==> config.mk <==
export PLATFORM = sky130hd
export DESIGN_NAME = sdivmod_recon
export DESIGN_NICKNAME = d
export VERILOG_FILES = /design/src/rtl/sdivmod_pkg.sv /design/src/rtl/seq_umul.sv /design/src/rtl/sdivmod_recon.sv
export SDC_FILE = /design/constraint.sdc
export NUM_CORES = 2
export LEC_CHECK = 0
export BUFFER_PORTS_ARGS = -buffer_cell sky130_fd_sc_hd__buf_2
export CELL_PAD_IN_SITES_DETAIL_PLACEMENT = 1
export CELL_PAD_IN_SITES_GLOBAL_PLACEMENT = 1
export CORE_MARGIN = 2
export CORE_UTILIZATION = 46
export DETAILED_ROUTE_END_ITERATION = 8
export PLACE_DENSITY_LB_ADDON = 0.1
export SLEW_MARGIN = 10
export SYNTH_ARGS = -nofsm -noshare
export SYNTH_HDL_FRONTEND = slang
export SYNTH_SLANG_ARGS = --single-unit
==> constraint.sdc <==
create_clock -name clk -period 8.02 [get_ports clk]
set_clock_uncertainty 0.05 [all_clocks]
set_input_delay 0.401 -clock clk [delete_from_list [all_inputs] [get_ports clk]]
set_output_delay 0.401 -clock clk [all_outputs]
set_load 0.02 [all_outputs]
==> src/rtl/sdivmod_pkg.sv <==
// Shared definitions for the signed divide/modulo reconstruction datapath.
package sdivmod_pkg;

  localparam int unsigned DATAWIDTH_DEF = 64;

  typedef enum logic [1:0] {
    ST_IDLE = 2'd0,
    ST_MUL  = 2'd1,
    ST_ADD  = 2'd2,
    ST_DONE = 2'd3
  } state_e;

  // Width of a counter that holds 0..n-1 (at least one bit).
  function automatic int unsigned clog2(input int unsigned n);
    return (n <= 1) ? 1 : $clog2(n);
  endfunction

endpackage

==> src/rtl/seq_umul.sv <==
// Unsigned shift-add multiplier: one multiplier bit per step, LSB first.
module seq_umul
  import sdivmod_pkg::*;
#(
  parameter int unsigned DATAWIDTH = DATAWIDTH_DEF
) (
  input  logic                     clk,
  input  logic                     rst,
  input  logic                     load,
  input  logic                     step,
  input  logic [DATAWIDTH-1:0]     mcand_i,
  input  logic [DATAWIDTH-1:0]     mplier_i,
  output logic [2*DATAWIDTH-1:0]   prod_o,
  output logic                     last_c
);

  localparam int unsigned PW = 2 * DATAWIDTH;
  localparam int unsigned CW = clog2(DATAWIDTH);

  logic [PW-1:0]        acc_q,    acc_d;
  logic [PW-1:0]        mcand_q,  mcand_d;
  logic [DATAWIDTH-1:0] mplier_q, mplier_d;
  logic [CW-1:0]        cnt_q,    cnt_d;

  // Load clears the accumulator; each step adds the shifted multiplicand when the current bit is set.
  always_comb begin
    acc_d    = acc_q;
    mcand_d  = mcand_q;
    mplier_d = mplier_q;
    cnt_d    = cnt_q;
    if (load) begin
      acc_d    = '0;
      mcand_d  = PW'(mcand_i);
      mplier_d = mplier_i;
      cnt_d    = '0;
    end else if (step) begin
      if (mplier_q[0]) begin
        acc_d = acc_q + mcand_q;
      end
      mcand_d  = mcand_q << 1;
      mplier_d = mplier_q >> 1;
      cnt_d    = cnt_q + CW'(1);
    end
  end

  // Multiplier state registers.
  always_ff @(posedge clk) begin
    if (rst) begin
      acc_q    <= '0;
      mcand_q  <= '0;
      mplier_q <= '0;
      cnt_q    <= '0;
    end else begin
      acc_q    <= acc_d;
      mcand_q  <= mcand_d;
      mplier_q <= mplier_d;
      cnt_q    <= cnt_d;
    end
  end

  assign prod_o = acc_q;
  assign last_c = (cnt_q == CW'(DATAWIDTH - 1));

endmodule

==> src/rtl/sdivmod_recon.sv <==
// Rebuilds the dividend a = q*b + r from a truncating signed divide result and
// flags overflow and inconsistent (q, b, r) triples.
module sdivmod_recon
  import sdivmod_pkg::*;
#(
  parameter int unsigned DATAWIDTH = DATAWIDTH_DEF
) (
  input  logic                 clk,
  input  logic                 rst,
  input  logic                 start,
  input  logic [DATAWIDTH-1:0] q,
  input  logic [DATAWIDTH-1:0] b,
  input  logic [DATAWIDTH-1:0] r,
  output logic                 busy,
  output logic                 done,
  output logic [DATAWIDTH-1:0] a,
  output logic                 ovf,
  output logic                 err
);

  localparam int unsigned W  = DATAWIDTH;
  localparam int unsigned SW = 2 * DATAWIDTH + 1;

  state_e         state_q, state_d;
  logic           sign_q,  sign_d;
  logic [W-1:0]   r_q,     r_d;
  logic [W-1:0]   b_abs_q, b_abs_d;
  logic           busy_q,  busy_d;
  logic           done_q,  done_d;
  logic [W-1:0]   a_q,     a_d;
  logic           ovf_q,   ovf_d;
  logic           err_q,   err_d;

  logic           mul_load, mul_step, mul_last;
  logic [2*W-1:0] prod;
  logic [W-1:0]   q_abs, b_abs, r_abs;
  logic [SW-1:0]  prod_ext, prod_sgn, r_ext, sum;
  logic           fits, bad_triple;

  // Magnitudes; the most-negative value maps to 2^(W-1), which fits unsigned W bits.
  always_comb begin
    q_abs = q[W-1]   ? W'(-q)   : q;
    b_abs = b[W-1]   ? W'(-b)   : b;
    r_abs = r_q[W-1] ? W'(-r_q) : r_q;
  end

  seq_umul #(.DATAWIDTH(W)) u_mul (
    .clk      (clk),
    .rst      (rst),
    .load     (mul_load),
    .step     (mul_step),
    .mcand_i  (q_abs),
    .mplier_i (b_abs),
    .prod_o   (prod),
    .last_c   (mul_last)
  );

  // Signed product plus sign-extended remainder, with range and consistency checks.
  always_comb begin
    prod_ext   = {1'b0, prod};
    prod_sgn   = sign_q ? SW'(-prod_ext) : prod_ext;
    r_ext      = {{(W + 1){r_q[W-1]}}, r_q};
    sum        = prod_sgn + r_ext;
    fits       = (sum[SW-1:W-1] == {(W + 2){sum[W-1]}});
    bad_triple = (b_abs_q == '0) ||
                 (r_abs >= b_abs_q) ||
                 ((r_q != '0) && (r_q[W-1] != sum[SW-1]));
  end

  // Next-state and registered-output logic.
  always_comb begin
    state_d  = state_q;
    sign_d   = sign_q;
    r_d      = r_q;
    b_abs_d  = b_abs_q;
    busy_d   = busy_q;
    done_d   = 1'b0;
    a_d      = a_q;
    ovf_d    = ovf_q;
    err_d    = err_q;
    mul_load = 1'b0;
    mul_step = 1'b0;
    case (state_q)
      ST_IDLE: begin
        if (start) begin
          mul_load = 1'b1;
          sign_d   = q[W-1] ^ b[W-1];
          r_d      = r;
          b_abs_d  = b_abs;
          busy_d   = 1'b1;
          state_d  = ST_MUL;
        end
      end
      ST_MUL: begin
        mul_step = 1'b1;
        if (mul_last) begin
          state_d = ST_ADD;
        end
      end
      ST_ADD: begin
        a_d     = sum[W-1:0];
        ovf_d   = !fits;
        err_d   = bad_triple;
        done_d  = 1'b1;
        state_d = ST_DONE;
      end
      ST_DONE: begin
        busy_d  = 1'b0;
        state_d = ST_IDLE;
      end
      default: begin
        state_d = ST_IDLE;
      end
    endcase
  end

  // State and output registers; reset abandons any operation in flight.
  always_ff @(posedge clk) begin
    if (rst) begin
      state_q <= ST_IDLE;
      sign_q  <= 1'b0;
      r_q     <= '0;
      b_abs_q <= '0;
      busy_q  <= 1'b0;
      done_q  <= 1'b0;
      a_q     <= '0;
      ovf_q   <= 1'b0;
      err_q   <= 1'b0;
    end else begin
      state_q <= state_d;
      sign_q  <= sign_d;
      r_q     <= r_d;
      b_abs_q <= b_abs_d;
      busy_q  <= busy_d;
      done_q  <= done_d;
      a_q     <= a_d;
      ovf_q   <= ovf_d;
      err_q   <= err_d;
    end
  end

  assign busy = busy_q;
  assign done = done_q;
  assign a    = a_q;
  assign ovf  = ovf_q;
  assign err  = err_q;

endmodule

# [After elaboration in Yosys (flattened, before gate mapping)]
# Cells that the tools add are included.
[classes] add_sub_neg=7 order_cmp=1 eq_ne=8 mux=17 bitwise_logic=1 n_reduce_logical=14
[ops] cell="2-to-1 mux 64 bit" count=7
[ops] cell="negator 64 bit" count=3
[ops] cell="adder 129 bit" count=1
[ops] cell="2-to-1 mux 129 bit" count=1
[ops] cell="negator 128 -> 129 bit" count=1
[ops] cell="adder 128 bit" count=1
[ops] cell="equality test 65 bit" count=1
[ops] cell=">= comparator 64 bit" count=1
[ops] cell="zero test 64 bit" count=1
[ops] cell="nonzero test 64 bit" count=1
[ops] cell="one-hot mux 2 bit (4 select lines)" count=1
[ops] cell="AND reduction 2 bit" count=4
[ops] cell="adder 6 x 1 -> 6 bit (second input constant)" count=1
[ops] cell="equality test 6 bit (second input constant)" count=1
[ops] cell="2-to-1 mux 1 bit" count=5
[ops] cell="equality test 2 bit (second input constant)" count=2
[ops] cell="2-to-1 mux 2 bit" count=2
[ops] cell="!= test 2 bit (second input constant)" count=2
[ops] cell="nonzero test 2 bit" count=2
[ops] cell="equality test 2 x 1 -> 1 bit (second input constant)" count=1
[ops] cell="zero test 2 bit" count=1
[ops] cell="logical OR 1 bit" count=2
[ops] cell="one-hot mux 1 bit (2 select lines)" count=1
[ops] cell="OR reduction 2 bit" count=1
[ops] cell="other kinds (4)" count=4
[word_totals] ff_bits=525 in_bits=195 output_inout_bits=68 elab_cells=62

# [Longest topological paths before layout]
[depth] ltp_word=6 mapped_depth=30 ltp_nobuf=28

# [By module]
# A second synthesis with hierarchy kept.
[unflattened] hier_cells=6201 hier_area_um2=45328.5
[modules_own_cells] module="sdivmod_recon" instances=1 cells_per_inst=3515 area_per_inst_um2=24906.4 seq_area_each_um2=3983.8
[modules_own_cells] module="seq_umul" instances=1 cells_per_inst=2686 area_per_inst_um2=20422.1 seq_area_each_um2=6526.3

# [Worst setup path before layout]
# Ideal clock, no wire load.
[synth_timing] kind="reg2reg" startpoint="register u_mul.acc_q[6], in the netlist u_mul.prod_o[6]" endpoint="register ovf_q, in the netlist ovf" setup_time_ns=0.131 arrival_time_ns=7.068 required_time_ns=7.839 slack_ns=0.771 stages_incl_launch_ff=31 synth_period_minus_slack_ns=7.249 path_cell_list="dfxtp_1 -> or4_1 -> or3_1 -> or2_1 -> or3_1 -> clkbuf_1 -> nor2_2 -> nand3_1 -> nor2_1 -> nand3_1 -> or3_1 -> clkbuf_1 -> or3_1 -> o41ai_1 -> xnor2_1 -> ha_1 -> clkbuf_1 -> nand2_1 -> nor3_1 -> nand3_1 -> or4_1 -> o211ai_1 -> or4_1 -> a31oi_1 -> xnor2_1 -> or4_1 -> o31a_1 -> a2111oi_2 -> nand4_1 -> nor4_1 -> nor3_1"
[synth_between] elab_chain_cells=5
[synth_lines] item="from (decl)" line="seq_umul.sv:20" source="logic [PW-1:0] acc_q, acc_d;"
[synth_lines] item="from (signal assigned)" line="seq_umul.sv:49" source="acc_q <= '0;"
[synth_lines] item="from (signal assigned)" line="seq_umul.sv:54" source="acc_q <= acc_d;"
[synth_lines] item="negator 128 -> 129 bit" line="sdivmod_recon.sv:61" source="prod_sgn = sign_q ? SW'(-prod_ext) : prod_ext;"
[synth_lines] item="2-to-1 mux 129 bit *" line="sdivmod_recon.sv:61"
[synth_lines] item="adder 129 bit *" line="sdivmod_recon.sv:63" source="sum = prod_sgn + r_ext;"
[synth_lines] item="equality test 65 bit *" line="sdivmod_recon.sv:64" source="fits = (sum[SW-1:W-1] == {(W + 2){sum[W-1]}});"
[synth_lines] item="zero test 1 bit *" line="sdivmod_recon.sv:102" source="ovf_d = !fits;"
[synth_lines] item="to (signal assigned)" line="sdivmod_recon.sv:137" source="ovf_q <= ovf_d;"
[synth_lines] item="to (decl)" line="sdivmod_recon.sv:31" source="logic ovf_q, ovf_d;"
# Mark *: on every way between the ends. The rest lies on a longest branch, timed or not.
# A chain may end at the register's enable or synchronous reset.

# [Worst setup path in the final report]
[layout_timing] startpoint="register u_mul.acc_q[17], in the netlist u_mul.prod_o[17]" endpoint="register ovf_q, in the netlist ovf"
# Same word-level chain as after synthesis.

==> run summary <==
Most frequent CP cell = nor4_1
R2R depth = 24
Initial cell density of the core = 0.4654
Reg2reg end = ovf
Clk Latency, worst-skew pair = 0.71 ns
Post-synthesis cell type count = 93
Max clock buf depth = 3
GRT overflow = 0
Main combinational cell family by area after synthesis = compound AO/OA/AOI/OAI gates
Number of fillers in the final layout = 12160
Drt first pass iters = 5
Cell Chain, Critical Path = or4_4 > or4_4 > or4_1 > nor3_1 > buf_4 > nand4_1 > nand2b_1 > o21ai_0 > xnor2_1 > ha_1 > nand2_1 > nor4_1 > nand2_1 > nor4_1 > o211ai_1 > a31oi_1 > a21oi_1 > xor2_1 > o21ai_0 > or4b_1 > a32oi_1 > nand4_1 > nor4_1 > nor3_1
Total track usage = 0.3591
WP buf/inv = 1
Top_reg_cell synth = dfxtp_1
P_leak = 20.93 nW
Post-Synth Adder-Cell Area = 0.1021
Crit path largest cell delay = 0.59 ns
Footprint of the multi-input gates = 32980 um2
Setup Fix Bufs, Post-CTS = 0
Final core utilization = 0.5219
Largest net degree at the start of global routing = 106
Multiplexer area fraction after synthesis = 0.05668
Hold path startpoint = r[32]
Power Dens Cells = 261.5 nW/um2
R2R Path Start = u_mul.prod_o[17]
Clock root buffer = clkbuf_16
CTS clk-pin slew, worst paths = 0.06 ns
Port Buffers = 262
Most common cell after layout, fill and taps aside = nand2_1
Max-cap check violation count = 0
Compound-gate portion of the synthesized area = 0.2541
1st-iter DRT viols = 4531
Post-Synth XOR/XNOR Area = 0.1068
Routability-driven placement congestion ratio = 1.019
Worst Max-Slew Pin Slew = 1.180 ns
Crit path time final = 7.697 ns
Rel. slew slack = 0.2062
Final setup TNS = 0 ns
Crit-path leading delay family = simple AND/OR/NAND/NOR gates
Commonest non-fill, non-tap cells in the layout = nand2_1 (752), a21oi_1 (637), dfxtp_1 (523), nor2_1 (485), xnor2_1 (382)
Critical Path RT = 8.49 ns
Final setup viols = 0
Worst min-delay path category = in -> reg
Final instance area = 50620 um2
Placed insts = 7326
Critical path startpoint = u_mul.prod_o[17]
Fmax = 129.9 MHz
Seq cells post-synth = 525
CTS tree = done
Vias per cell = 6.278
Vias in the first global route = 46150
CP endpoint kind = register
Seq/Total Area, Yosys = 0.2328
Status = completed
Routed Antenna Nets = 0
First-pass GRT wire length = 281400 um
P&R area growth vs syn = 12.14%
Final HPWL DP = 148400 um
H-tree Lvls = 2
Worst setup SP type = register
Initial antenna violation count = 3
Row count = 114
Core Footprint = 96990 um2
CP arrival = 8.17 ns
WL per Instance = 24.84 um
Layout cells sized above 1 = 0.08484
Max rail drop VDD = 0.2671 mV
Avg Cell Area, Syn = 7.526 um2
Final setup margin = 0.3232 ns
Pre-CTS setup slack = 0.3114 ns
Worst Hold End = r_q[32]
Routed vias = 47160
Ports = 263
Hold path depth = 3
Final Hold Fails = 0
Routed WL = 186600 um
DR DRC count = 0
Crit Path Max Fanout = 6
Slowest CP cell = or4_4
Ys async rst share = 0
Mapped Area = 45140 um2
Hold Worst Slack = 0.02196 ns
CP Class = reg -> reg
Syn. warnings = 0
R2R Setup Slk = 0.32 ns
Design Power = 13.24 mW
Placed Area = 47740 um2
Slew Viols, Final = 0
Synthesized net count = 6560
Die area = 100700 um2
Period utilisation layout = 0.9597
CTS Buf Count = 59
Sequential cell area = 10520 um2
CTS Sinks = 525
DIE HEIGHT = 317.3 um
Layout Nets = 6750
Die X = 317.3 um
Post-synth EDFFs = 0
Post-synthesis simple-gate area fraction = 0.2080
Cell Count, Final, Fillers Out = 7512
Mapped Cells = 5998
## synthesized netlist by cell type, types with 34 or more instances
master | number | area share
a21o_1 | 133 | 0.022
nand2b_1 | 54 | 0.0075
o21bai_1 | 61 | 0.010
o21ai_1 | 112 | 0.012
nor3_1 | 102 | 0.011
or3_1 | 55 | 0.0076
nor2b_1 | 50 | 0.0069
a21boi_1 | 67 | 0.011
clkbuf_1 | 283 | 0.024
nand4_1 | 136 | 0.019
ha_1 | 365 | 0.10
and3_1 | 35 | 0.0049
or4_1 | 54 | 0.0090
nor4_1 | 65 | 0.0090
a211oi_1 | 108 | 0.018
xor2_1 | 166 | 0.032
inv_1 | 160 | 0.013
nand3_1 | 92 | 0.010
o31ai_1 | 105 | 0.017
mux2i_1 | 250 | 0.055
a31oi_1 | 39 | 0.0054
a21boi_0 | 71 | 0.012
o41ai_1 | 49 | 0.0095
dfxtp_1 | 525 | 0.23
o211ai_1 | 34 | 0.0057
nor2_1 | 485 | 0.040
a21oi_1 | 638 | 0.071
nand2_1 | 754 | 0.063
o21ai_0 | 245 | 0.027
xnor2_1 | 382 | 0.074
## power breakdown
group          internal [mW]  switching [mW]
Combinational           2.43            4.23
Sequential              3.08           0.611
Clock                   1.65            1.23
## cells by family after synthesis
family	Yosys count
flip-flops	525
XOR/XNOR	549
AND/OR/NAND/NOR	1999
AO/OA/AOI/OAI	1829
buffers and inverters	474
adder cells (fa/ha/maj)	367
multiplexers	255
## worst reg2reg max path, stage by stage, from the launching register on
cell      delay (ns)
dfxtp_1         0.37
or4_4           0.59
or4_4           0.57
or4_1           0.59
nor3_1          0.21
buf_4           0.15
nand4_1         0.17
nand2b_1        0.21
o21ai_0         0.20
xnor2_1         0.17
ha_1            0.36
nand2_1         0.12
nor4_1          0.56
nand2_1         0.15
nor4_1          0.36
o211ai_1        0.26
a31oi_1         0.35
a21oi_1         0.13
xor2_1          0.48
o21ai_0         0.24
or4b_1          0.52
a32oi_1         0.22
nand4_1         0.16
nor4_1          0.27
nor3_1          0.07
## sequential cells by signal, indices dropped and copies added, names as in the netlist, 2 cells and up
signal          count
u_mul.mcand_q     128
u_mul.prod_o      128
a                  64
b_abs_q            64
r_q                64
u_mul.mplier_q     64
u_mul.cnt_q         6
state_q             2
## how the worst max path moves through the flow
stage | cells past startpoint | to | slack [ns]
after floorplan | 30 | ovf | 0.77
after global placement | 22 | ovf | 0.28
after detailed placement | 26 | ovf | 0.31
after CTS | 26 | ovf | 0.26
after global routing | 27 | ovf | -0.01
final | 24 | ovf | 0.32
## final cells by class
type,instances,share of cell area
repair buffers,442,0.05709
clock inverters,24,0.006402
flip-flops and latches,525,0.2078
clock buffers,84,0.03379
well taps,1276,0.03154
diodes,1,0.00004943
multi-input cells,4999,0.6514
inverters,161,0.01194
## routing by layer
layer	GRT usage	vias to the layer above	routed length, um
met1	0.5477	23280	91750
met5	0	-	0
met3	0.05928	222	14780
met2	0.5214	1571	76010
met4	0.07981	0	4070
li1	-	22090	-
## repair_timing
action,CTS,global route
resized for setup,0,14
hold endpoints to repair,79,0
hold buffers,77,0
setup endpoints to repair,0,1
No activity file was read; power rests on OpenSTA's default activity.
